===== config.mk =====
export PLATFORM = sky130hd
export DESIGN_NAME = npu_host_loader
export DESIGN_NICKNAME = d
export VERILOG_FILES = /design/src/rtl/npu_pkg.sv /design/src/rtl/npu_res_fifo.sv /design/src/rtl/npu_host_loader.sv
export SDC_FILE = /design/constraint.sdc
export NUM_CORES = 1
export LEC_CHECK = 0
export BUFFER_PORTS_ARGS = -buffer_cell sky130_fd_sc_hd__buf_2
export CAP_MARGIN = 10
export CORE_MARGIN = 2
export CORE_UTILIZATION = 54
export DETAILED_ROUTE_END_ITERATION = 8
export PLACE_DENSITY = 0.8
export SLEW_MARGIN = 20
export SYNTH_ARGS = -nofsm -noshare
export SYNTH_HDL_FRONTEND = slang
export SYNTH_SLANG_ARGS = --single-unit

===== constraint.sdc =====
create_clock -name clk -period 3.89 [get_ports clk]
set_clock_uncertainty 0.05 [all_clocks]
set_input_delay 0.389 -clock clk [delete_from_list [all_inputs] [get_ports clk]]
set_output_delay 0.389 -clock clk [all_outputs]
set_load 0.1 [all_outputs]

===== src/rtl/npu_pkg.sv =====
// Shared NPU host-loader definitions: bus width, loader FSM states and the
// order of the configuration words at the head of every send stream.
package npu_pkg;

    localparam int unsigned DATA_W = 32;

    typedef enum logic [2:0] {
        StIdle,
        StSend,
        StGap,
        StWait,
        StRecv,
        StDrain,
        StErr
    } state_e;

    // Word index of each configuration field within the send stream
    localparam int unsigned CFG_NUM_LAYERS = 0;
    localparam int unsigned CFG_NUM_IN     = 1;
    localparam int unsigned CFG_NUM_H1     = 2;
    localparam int unsigned CFG_NUM_H2     = 3;
    localparam int unsigned CFG_NUM_OUT    = 4;
    localparam int unsigned CFG_ACT        = 5;
    localparam int unsigned CFG_WORDS      = 6;

endpackage


===== src/rtl/npu_res_fifo.sv =====
// Two-entry result FIFO; rdata is the head entry and holds while not popped.
module npu_res_fifo #(
    parameter int unsigned DATA_W = npu_pkg::DATA_W
) (
    input  logic              clk,
    input  logic              rst,
    input  logic              push,
    input  logic [DATA_W-1:0] wdata,
    input  logic              pop,
    output logic [DATA_W-1:0] rdata,
    output logic              valid,
    output logic [1:0]        count
);

    logic [DATA_W-1:0] mem_q [2];
    logic              wr_ptr_q;
    logic              rd_ptr_q;
    logic [1:0]        count_q;
    logic              do_push;
    logic              do_pop;

    assign do_pop  = pop && (count_q != 2'd0);
    assign do_push = push && ((count_q != 2'd2) || do_pop);
    assign rdata   = mem_q[rd_ptr_q];
    assign valid   = (count_q != 2'd0);
    assign count   = count_q;

    always_ff @(posedge clk) begin
        if (rst) begin
            mem_q[0] <= '0;
            mem_q[1] <= '0;
            wr_ptr_q <= 1'b0;
            rd_ptr_q <= 1'b0;
            count_q  <= 2'd0;
        end else begin
            if (do_push) begin
                mem_q[wr_ptr_q] <= wdata;
                wr_ptr_q        <= ~wr_ptr_q;
            end
            if (do_pop) begin
                rd_ptr_q <= ~rd_ptr_q;
            end
            count_q <= count_q + {1'b0, do_push} - {1'b0, do_pop};
        end
    end

endmodule


===== src/rtl/npu_host_loader.sv =====
// Host-side NPU job sequencer: streams send words onto the NPU bus, waits for
// the NPU result flag, then reads result words into a small result FIFO.
module npu_host_loader #(
    parameter int unsigned DATA_W  = npu_pkg::DATA_W,
    parameter int unsigned LEN_W   = 12,
    parameter int unsigned OUT_W   = 5,
    parameter int unsigned TIMEOUT = 1024
) (
    input  logic              clk,
    input  logic              rst,
    input  logic              start,
    input  logic [LEN_W-1:0]  send_len,
    input  logic [OUT_W-1:0]  recv_len,
    input  logic              src_valid,
    output logic              src_ready,
    input  logic [DATA_W-1:0] src_data,
    output logic              npu_we,
    output logic              npu_oe,
    output logic [DATA_W-1:0] npu_data_o,
    output logic              npu_data_oe,
    input  logic [DATA_W-1:0] npu_data_i,
    input  logic              npu_ready,
    output logic              res_valid,
    input  logic              res_ready,
    output logic [DATA_W-1:0] res_data,
    output logic              busy,
    output logic              done,
    output logic              err
);
    import npu_pkg::*;

    localparam int unsigned WAIT_W = $clog2(TIMEOUT + 1);

    state_e             state_q, state_d;
    logic [LEN_W-1:0]   send_len_q, send_cnt_q;
    logic [OUT_W-1:0]   recv_len_q, rd_cnt_q;
    logic [WAIT_W-1:0]  wait_cnt_q;
    logic               err_q;
    logic               rd_pend_q;
    logic               accept;
    logic               issue;
    logic               pop;
    logic [1:0]         fifo_count;
    logic [2:0]         credit;

    assign src_ready = (state_q == StSend);
    assign accept    = src_valid && src_ready;
    assign pop       = res_valid && res_ready;
    assign busy      = (state_q != StIdle);
    assign err       = err_q;

    // Occupancy after this edge plus the read whose data lands next cycle
    assign credit = {1'b0, fifo_count} + {2'b0, rd_pend_q} + {2'b0, npu_oe} - {2'b0, pop};
    assign issue  = (state_q == StRecv) && (credit < 3'd2);

    always_comb begin
        state_d = state_q;
        done    = 1'b0;
        unique case (state_q)
            StIdle: begin
                if (start) state_d = (send_len == '0) ? StGap : StSend;
            end
            StSend: begin
                if (accept && (send_cnt_q == send_len_q - LEN_W'(1))) state_d = StGap;
            end
            StGap: state_d = StWait;
            StWait: begin
                if (npu_ready) begin
                    state_d = (recv_len_q == '0) ? StDrain : StRecv;
                end else if (wait_cnt_q == WAIT_W'(TIMEOUT - 1)) begin
                    state_d = StErr;
                end
            end
            StRecv: begin
                if (issue && (rd_cnt_q == recv_len_q - OUT_W'(1))) state_d = StDrain;
            end
            StDrain: begin
                if ((fifo_count == 2'd0) && !npu_oe && !rd_pend_q) begin
                    done    = 1'b1;
                    state_d = StIdle;
                end
            end
            StErr: begin
                done    = 1'b1;
                state_d = StIdle;
            end
            default: state_d = StIdle;
        endcase
    end

    always_ff @(posedge clk) begin
        if (rst) begin
            state_q     <= StIdle;
            send_len_q  <= '0;
            recv_len_q  <= '0;
            send_cnt_q  <= '0;
            rd_cnt_q    <= '0;
            wait_cnt_q  <= '0;
            err_q       <= 1'b0;
            rd_pend_q   <= 1'b0;
            npu_we      <= 1'b0;
            npu_oe      <= 1'b0;
            npu_data_oe <= 1'b0;
            npu_data_o  <= '0;
        end else begin
            state_q     <= state_d;
            npu_we      <= accept;
            npu_oe      <= issue;
            npu_data_oe <= (state_q == StSend);
            rd_pend_q   <= npu_oe;
            if (accept) npu_data_o <= src_data;
            if ((state_q == StIdle) && start) begin
                send_len_q <= send_len;
                recv_len_q <= recv_len;
                err_q      <= 1'b0;
            end
            if (state_d == StErr) err_q <= 1'b1;
            send_cnt_q <= (state_q == StSend) ? send_cnt_q + LEN_W'(accept) : '0;
            rd_cnt_q   <= (state_q == StRecv) ? rd_cnt_q + OUT_W'(issue) : '0;
            wait_cnt_q <= (state_q == StWait) ? wait_cnt_q + WAIT_W'(1) : '0;
        end
    end

    npu_res_fifo #(
        .DATA_W (DATA_W)
    ) u_res_fifo (
        .clk   (clk),
        .rst   (rst),
        .push  (rd_pend_q),
        .wdata (npu_data_i),
        .pop   (pop),
        .rdata (res_data),
        .valid (res_valid),
        .count (fifo_count)
    );

endmodule


# --- Yosys cells after proc, flatten, opt, wreduce, memory -nomap -nowiden ---
# Memory sizes are Yosys's and may differ from the RTL's. A register that Yosys moved wholly into a read port is not among the register bits.
# Index checks and enable logic that the tools add are counted.
totals:
  n_memories: 1
  elab_cells: 90
  register_bits: 89
  ram_bits: 64
  input_bits: 87
  output_inout_bits: 72
mem_list:
  columns: ["memory", "depth", "width", "rd", "rd_clocked_by_memory_dff", "wr", "line_no", "rtl"]
  rows:
  - ["u_res_fifo.mem_q", 2, 32, 1, 1, 2, "npu_res_fifo.sv:15", "logic [DATA_W-1:0] mem_q [2];"]
classes:
  n_eq_ne: 11
  n_bitwise: 5
  n_reduce_logical: 24
  magnitude_cmp: 1
  n_mux: 23
  n_addsub: 10
ops:
  columns: ["op", "count"]
  rows:
  - ["$mux W32", 1]
  - ["$reduce_or A32 Y1", 1]
  - ["$mux W3", 6]
  - ["$pmux W3 S6", 1]
  - ["$mux W1", 13]
  - ["$add A12 B1 Y12", 1]
  - ["$eq A12 B12 Y1", 1]
  - ["$eq A3 B3 Y1 const B", 4]
  - ["$logic_not A12 Y1", 1]
  - ["$sub A12 B1 Y12 const B", 1]
  - ["$add A11 B1 Y11 const B", 1]
  - ["$eq A11 B10 Y1 const B", 1]
  - ["$logic_and A1 B1 Y1", 10]
  - ["$eq A3 B2 Y1 const B", 2]
  - ["$reduce_or A2 Y1", 3]
  - ["$add A5 B1 Y5", 1]
  - ["$eq A5 B5 Y1", 1]
  - ["$logic_not A5 Y1", 1]
  - ["$not A1 Y1", 5]
  - ["$sub A5 B1 Y5 const B", 1]
  - ["$reduce_bool A2 Y1", 2]
  - ["$add A2 B1 Y3", 1]
  - ["$add A3 B1 Y3", 1]
  - ["$eq A3 B1 Y1 const B", 1]
  - ["other kinds (12)", 13]

# --- Depth between registers and ports, before layout ---
depth:
  word_depth: 10
  mapped_depth: 16
  mapped_depth_nobuf: 16

# --- Modules after synthesis ---
# From an unflattened synthesis, not the netlist that was laid out.
unflattened:
  cells_unflattened: 673
  area_unflattened_um2: 6894.1
by_module_without_submodules:
  columns: ["mod", "n_inst", "area_each_um2", "seq_area_each_um2", "cells_each"]
  rows:
  - ["npu_host_loader", 1, 3842.4, 1701.6, 477]
  - ["npu_res_fifo", 1, 3051.7, 2021.9, 196]

# --- Worst setup path before layout ---
# OpenSTA, ideal clock, no wires.
synth_timing:
  kind: "register to register"
  from: "register u_res_fifo.count_q[1], in the netlist u_res_fifo.count[1]"
  to: "register rd_cnt_q[4]"
  path_stages_with_launch: 17
  slack_ns: -0.097
  t_arrival_ns: 3.822
  cell_sequence: "dfxtp_1 > inv_1 > nand2_1 > and2_1 > ha_1 > inv_1 > ha_1 > a21o_1 > fa_1 > xor2_1 > or4b_4 > inv_1 > ha_1 > ha_1 > nand3_1 > xor2_1 > nor2_1"
synth_between:
  elab_chain_len: 6
  word_cells_on_any_way: 8
synth_lines:
  columns: ["item", "line_no", "rtl"]
  rows:
  - ["start, declared", "npu_res_fifo.sv:18", "logic [1:0] count_q;"]
  - ["start signal, assigned", "npu_res_fifo.sv:43", "count_q <= count_q + {1'b0, do_push} - {1'b0, do_pop};"]
  - ["$reduce_bool A2 Y1", "npu_res_fifo.sv:25", "assign valid = (count_q != 2'd0);"]
  - ["via res_valid", "npu_host_loader.sv:23", "output logic res_valid,"]
  - ["$logic_and A1 B1 Y1", "npu_host_loader.sv:48", "assign pop = res_valid && res_ready;"]
  - ["$sub A3 B1 Y3", "npu_host_loader.sv:53", "assign credit = {1'b0, fifo_count} + {2'b0, rd_pend_q} + {2'b0, npu_oe} - {2'b0, pop};"]
  - ["$lt A3 B2 Y1", "npu_host_loader.sv:54", "assign issue = (state_q == StRecv) && (credit < 3'd2);"]
  - ["$logic_and A1 B1 Y1", "npu_host_loader.sv:54", null]
  - ["via issue", "npu_host_loader.sv:41", "logic issue;"]
  - ["$add A5 B1 Y5", "npu_host_loader.sv:119", "rd_cnt_q <= (state_q == StRecv) ? rd_cnt_q + OUT_W'(issue) : '0;"]
  - ["end signal, assigned", "npu_host_loader.sv:119", null]
  - ["end, declared", "npu_host_loader.sv:36", "logic [OUT_W-1:0] recv_len_q, rd_cnt_q;"]
# The timed path passes the listed nets, and every way through them passes these cells.
# A chain may end at the register's enable or synchronous reset.

# --- Worst setup path in the final report ---
layout_timing:
  from: "register u_res_fifo.count_q[1], in the netlist u_res_fifo.count[1]"
  to: "register rd_cnt_q[4]"
layout_between:
  elab_chain_len: 6
  word_cells_on_any_way: 8
layout_lines:
  columns: ["item", "line_no"]
  rows:
  - ["$add A2 B1 Y3 / $reduce_bool A2 Y1 (equally long branches)", "npu_host_loader.sv:53, npu_res_fifo.sv:25"]
  - ["$add A3 B1 Y3 / $logic_and A1 B1 Y1 (equally long branches)", "npu_host_loader.sv:53, npu_host_loader.sv:48"]
  - ["$sub A3 B1 Y3 *", "npu_host_loader.sv:53"]
  - ["$lt A3 B2 Y1 *", "npu_host_loader.sv:54"]
  - ["$logic_and A1 B1 Y1 *", "npu_host_loader.sv:54"]
  - ["via issue", "npu_host_loader.sv:41"]
  - ["$add A5 B1 Y5 *", "npu_host_loader.sv:119"]
# Mark *: on every way through the listed nets, which the timed path passes. The rest lies on a longest branch.

==> impl_results.md <==
- Run status: completed
- Worst setup margin: 379 ps
- Final hold violation count: 0
- Slowest Stage Delay on Critical Path: 500 ps
- Worst path required time: 4150 ps
- Post-synth top flop: dfxtp_1
- Io pins: 159
- # diodes: 0
- DRC viols: 0
- CTS tree: done
- Commonest non-fill, non-tap cell in the layout: buf_2
- Area Growth Syn to Fin: 21.5%
- Share of cells above drive strength 1: 29.4%
- DP Worst Slack: 383 ps
- Setup tns final: 0 ps
- Unrepaired setup endpoints after global routing: no
- Routed WL: 15,100 µm
- Async set-or-reset flop fraction in the synthesized netlist: 0%
- Number of synthesized flops with an enable pin: 64
- Worst vdd rail ir drop: 0.000267 V
- Htree depth: 4
- PwrDens: 509 nW/µm²
- CP max-delay cell: or4b_4
- Static leakage: 3.52 nW
- Hold-fix buffer count after cts: 0
- Vias per std cell: 5.28
- Yosys warnings: 0
- Drt initial violations: 280
- Die H: 117 µm
- Postcts setup bufs: 0
- Max_cap viols: 0
- GRT Util Overall: 22.2%
- Cell count after synthesis: 674
- Net Sw Power: 1.33 mW
- Filler cells: 988
- Crit path launch: u_res_fifo.count[1]
- Most frequent CP cell: ha_1
- Register bit total from synthesis: 154
- WS Path Type: reg2reg
- Number of detailed-route iterations in the first pass: 4
- Initial antenna violation count: 0
- Routed Antenna Nets: 0
- First-pass GRT wire length: 23,600 µm
- P_int: 2.95 mW
- Vias: 5,305
- WL/cell: 15.0 µm
- Crit-path max FO: 4
- Crit end category: register
- Crit path cell chain: inv_1 > nand2_2 > and2_1 > ha_1 > inv_1 > ha_1 > a21o_1 > fa_1 > xor2_1 > or4b_4 > inv_1 > ha_1 > ha_1 > nand3_1 > xor2_1 > nor2_1
- RD Place Congestion: 0.882
- Pin count of the biggest net entering global routing: 47
- CTS Sinks: 154
- Final worst-path cycle share: 90.3%
- Die area: 13,700 µm²
- Logic pwr share: 20.1%
- Max-Slew Margin vs Limit: 34.6%
- Clock latency on the worst-skew pair: 420 ps
- Fraction of power spent switching nets: 31.0%
- Number of global-route vias before repair: 5,193
- Final Max Tran Viols: 0
- Syn_area_per_cell: 10.3 µm²
- CP bufs+invs: 3
- Core area: 12,600 µm²
- Min-delay src: src_data[28]
- Net count after synthesis: 774
- Maximum buffer depth of the clock tree: 2
- Detailed Place HPWL: 10,700 µm
- Crit path DAT: 3770 ps
- Most frequent cells in the layout: buf_2, nand2_1, dfxtp_1
- Setup violators final: 0
- CTS Buf Count: 17
- Final nets: 920
- Hold Crit Class: in2reg
- Reg-to-Reg Start: u_res_fifo.count[1]
- Clock power frac: 38.3%
- Min Tclk post-route: 3510 ps
- Sequential fraction of design power: 41.7%
- Gr ovfl total: 0
- Distinct cells, synth: 60
- I/O Buffers: 158
- Slew @ Worst Pin: 978 ps
- Fmax: 285 MHz
- Row cnt: 41
- Startpoint Class: register
- Post-Syn Area: 6920 µm²
- Post-cts repair resize count: 0
- Seq/Total Area, Yosys: 53.8%
- Worst-path clk slew: 60 ps
- Chip Width: 117 µm
- CTS root buf: clkbuf_16
- Delay-heaviest family, CP: adder cells
- Initial Utilization: 55.0%
-- per-stage QoR --
stage	cells	hold slack, ps	power, mW	utilization (%)	cell area [µm²]
floorplan	674	363	2.53	-	6920
global placement	973	371	2.65	62.2	7820
detailed placement	973	398	2.67	62.2	7820
CTS	1005	147	4.30	66.9	8400
global route	1005	152	4.42	66.9	8400
finish	1005	153	4.28	66.9	8400
-- state kept, by name, indices dropped and copies added (netlist names), named ones only --
name                 count
u_res_fifo.mem_q        64
rd_cnt_q                 5
state_q                  3
u_res_fifo.rd_ptr_q      1
u_res_fifo.count         2
npu_we                   1
recv_len_q               5
u_res_fifo.wr_ptr_q      1
send_cnt_q              12
npu_data_oe              1
npu_oe                   1
npu_data_o              32
err                      1
wait_cnt_q              11
send_len_q              12
rd_pend_q                1
-- cell usage after synthesis (4+ instances only) --
cell | count | area share [%]
a21oi_1 | 56 | 4.1
nand3_1 | 12 | 0.87
xor2_1 | 23 | 2.9
edfxtp_1 | 64 | 28
and2_1 | 71 | 6.4
o21ai_0 | 6 | 0.43
clkbuf_1 | 23 | 1.2
ha_1 | 12 | 2.2
nand2_1 | 111 | 6.0
nand4_1 | 6 | 0.54
nor4_1 | 4 | 0.36
a31oi_1 | 5 | 0.45
buf_2 | 6 | 0.43
nor3_1 | 8 | 0.58
xnor2_1 | 23 | 2.9
nor2_1 | 39 | 2.1
mux2_2 | 32 | 5.2
dfxtp_1 | 90 | 26
inv_1 | 19 | 1.0
and3_1 | 5 | 0.45
or3_1 | 4 | 0.36
-- power groups by stage --
stage                     Clock, mW  Sequential [mW]  Combinational, mW
after floorplan                   0             1.93              0.597
after global placement            0             1.81              0.843
after detailed placement          0             1.82              0.858
after CTS                      1.65             1.78              0.860
after global routing           1.72             1.79              0.909
final                          1.64             1.78              0.859
-- per-layer routing --
| layer | track usage, % | up-vias | routed length [µm] |
|---|---|---|---|
| met5 | 0 | - | 0 |
| met4 | 9.25 | 0 | 365 |
| met3 | 4.94 | 27 | 793 |
| met2 | 38.9 | 154 | 7760 |
| met1 | 26.3 | 2544 | 6200 |
| li1 | - | 2580 | - |
-- logic make-up after synthesis --
group / share of synthesized area, %
and+or+nand+nor: 21.4
DFF: 53.8
AOI/OAI and AO/OA: 7.31
buffers and inverters: 3.36
xor gates and xnor gates: 6.30
muxes: 5.35
adders and majority gates: 2.46
-- cell type report --
| type | count | area [µm²] | area share [%] |
|---|---|---|---|
| sequential | 154 | 3720 | 44.3 |
| multi-input combinational | 465 | 2980 | 35.5 |
| timing repair buffer | 162 | 821 | 9.77 |
| clock buffer | 20 | 437 | 5.20 |
| tap | 172 | 215 | 2.56 |
| clock inverter | 12 | 149 | 1.77 |
| inverter | 20 | 75.1 | 0.893 |
-- tightest hold or removal path, stage by stage --
cell and delay, ps:
buf_2 90, nand2_1 40, a21oi_1 50
-- path summary, 6_finish.rpt --
path | to | slack (ps) | cells after the start
worst max register to register | rd_cnt_q[4] | 380 | 16
worst max-delay path | rd_cnt_q[4] | 380 | 16
worst min register to register | npu_data_o[26] | 410 | 2
worst min-delay path | npu_data_o[28] | 150 | 3
Note: power is estimated with default switching activity, not from simulation.
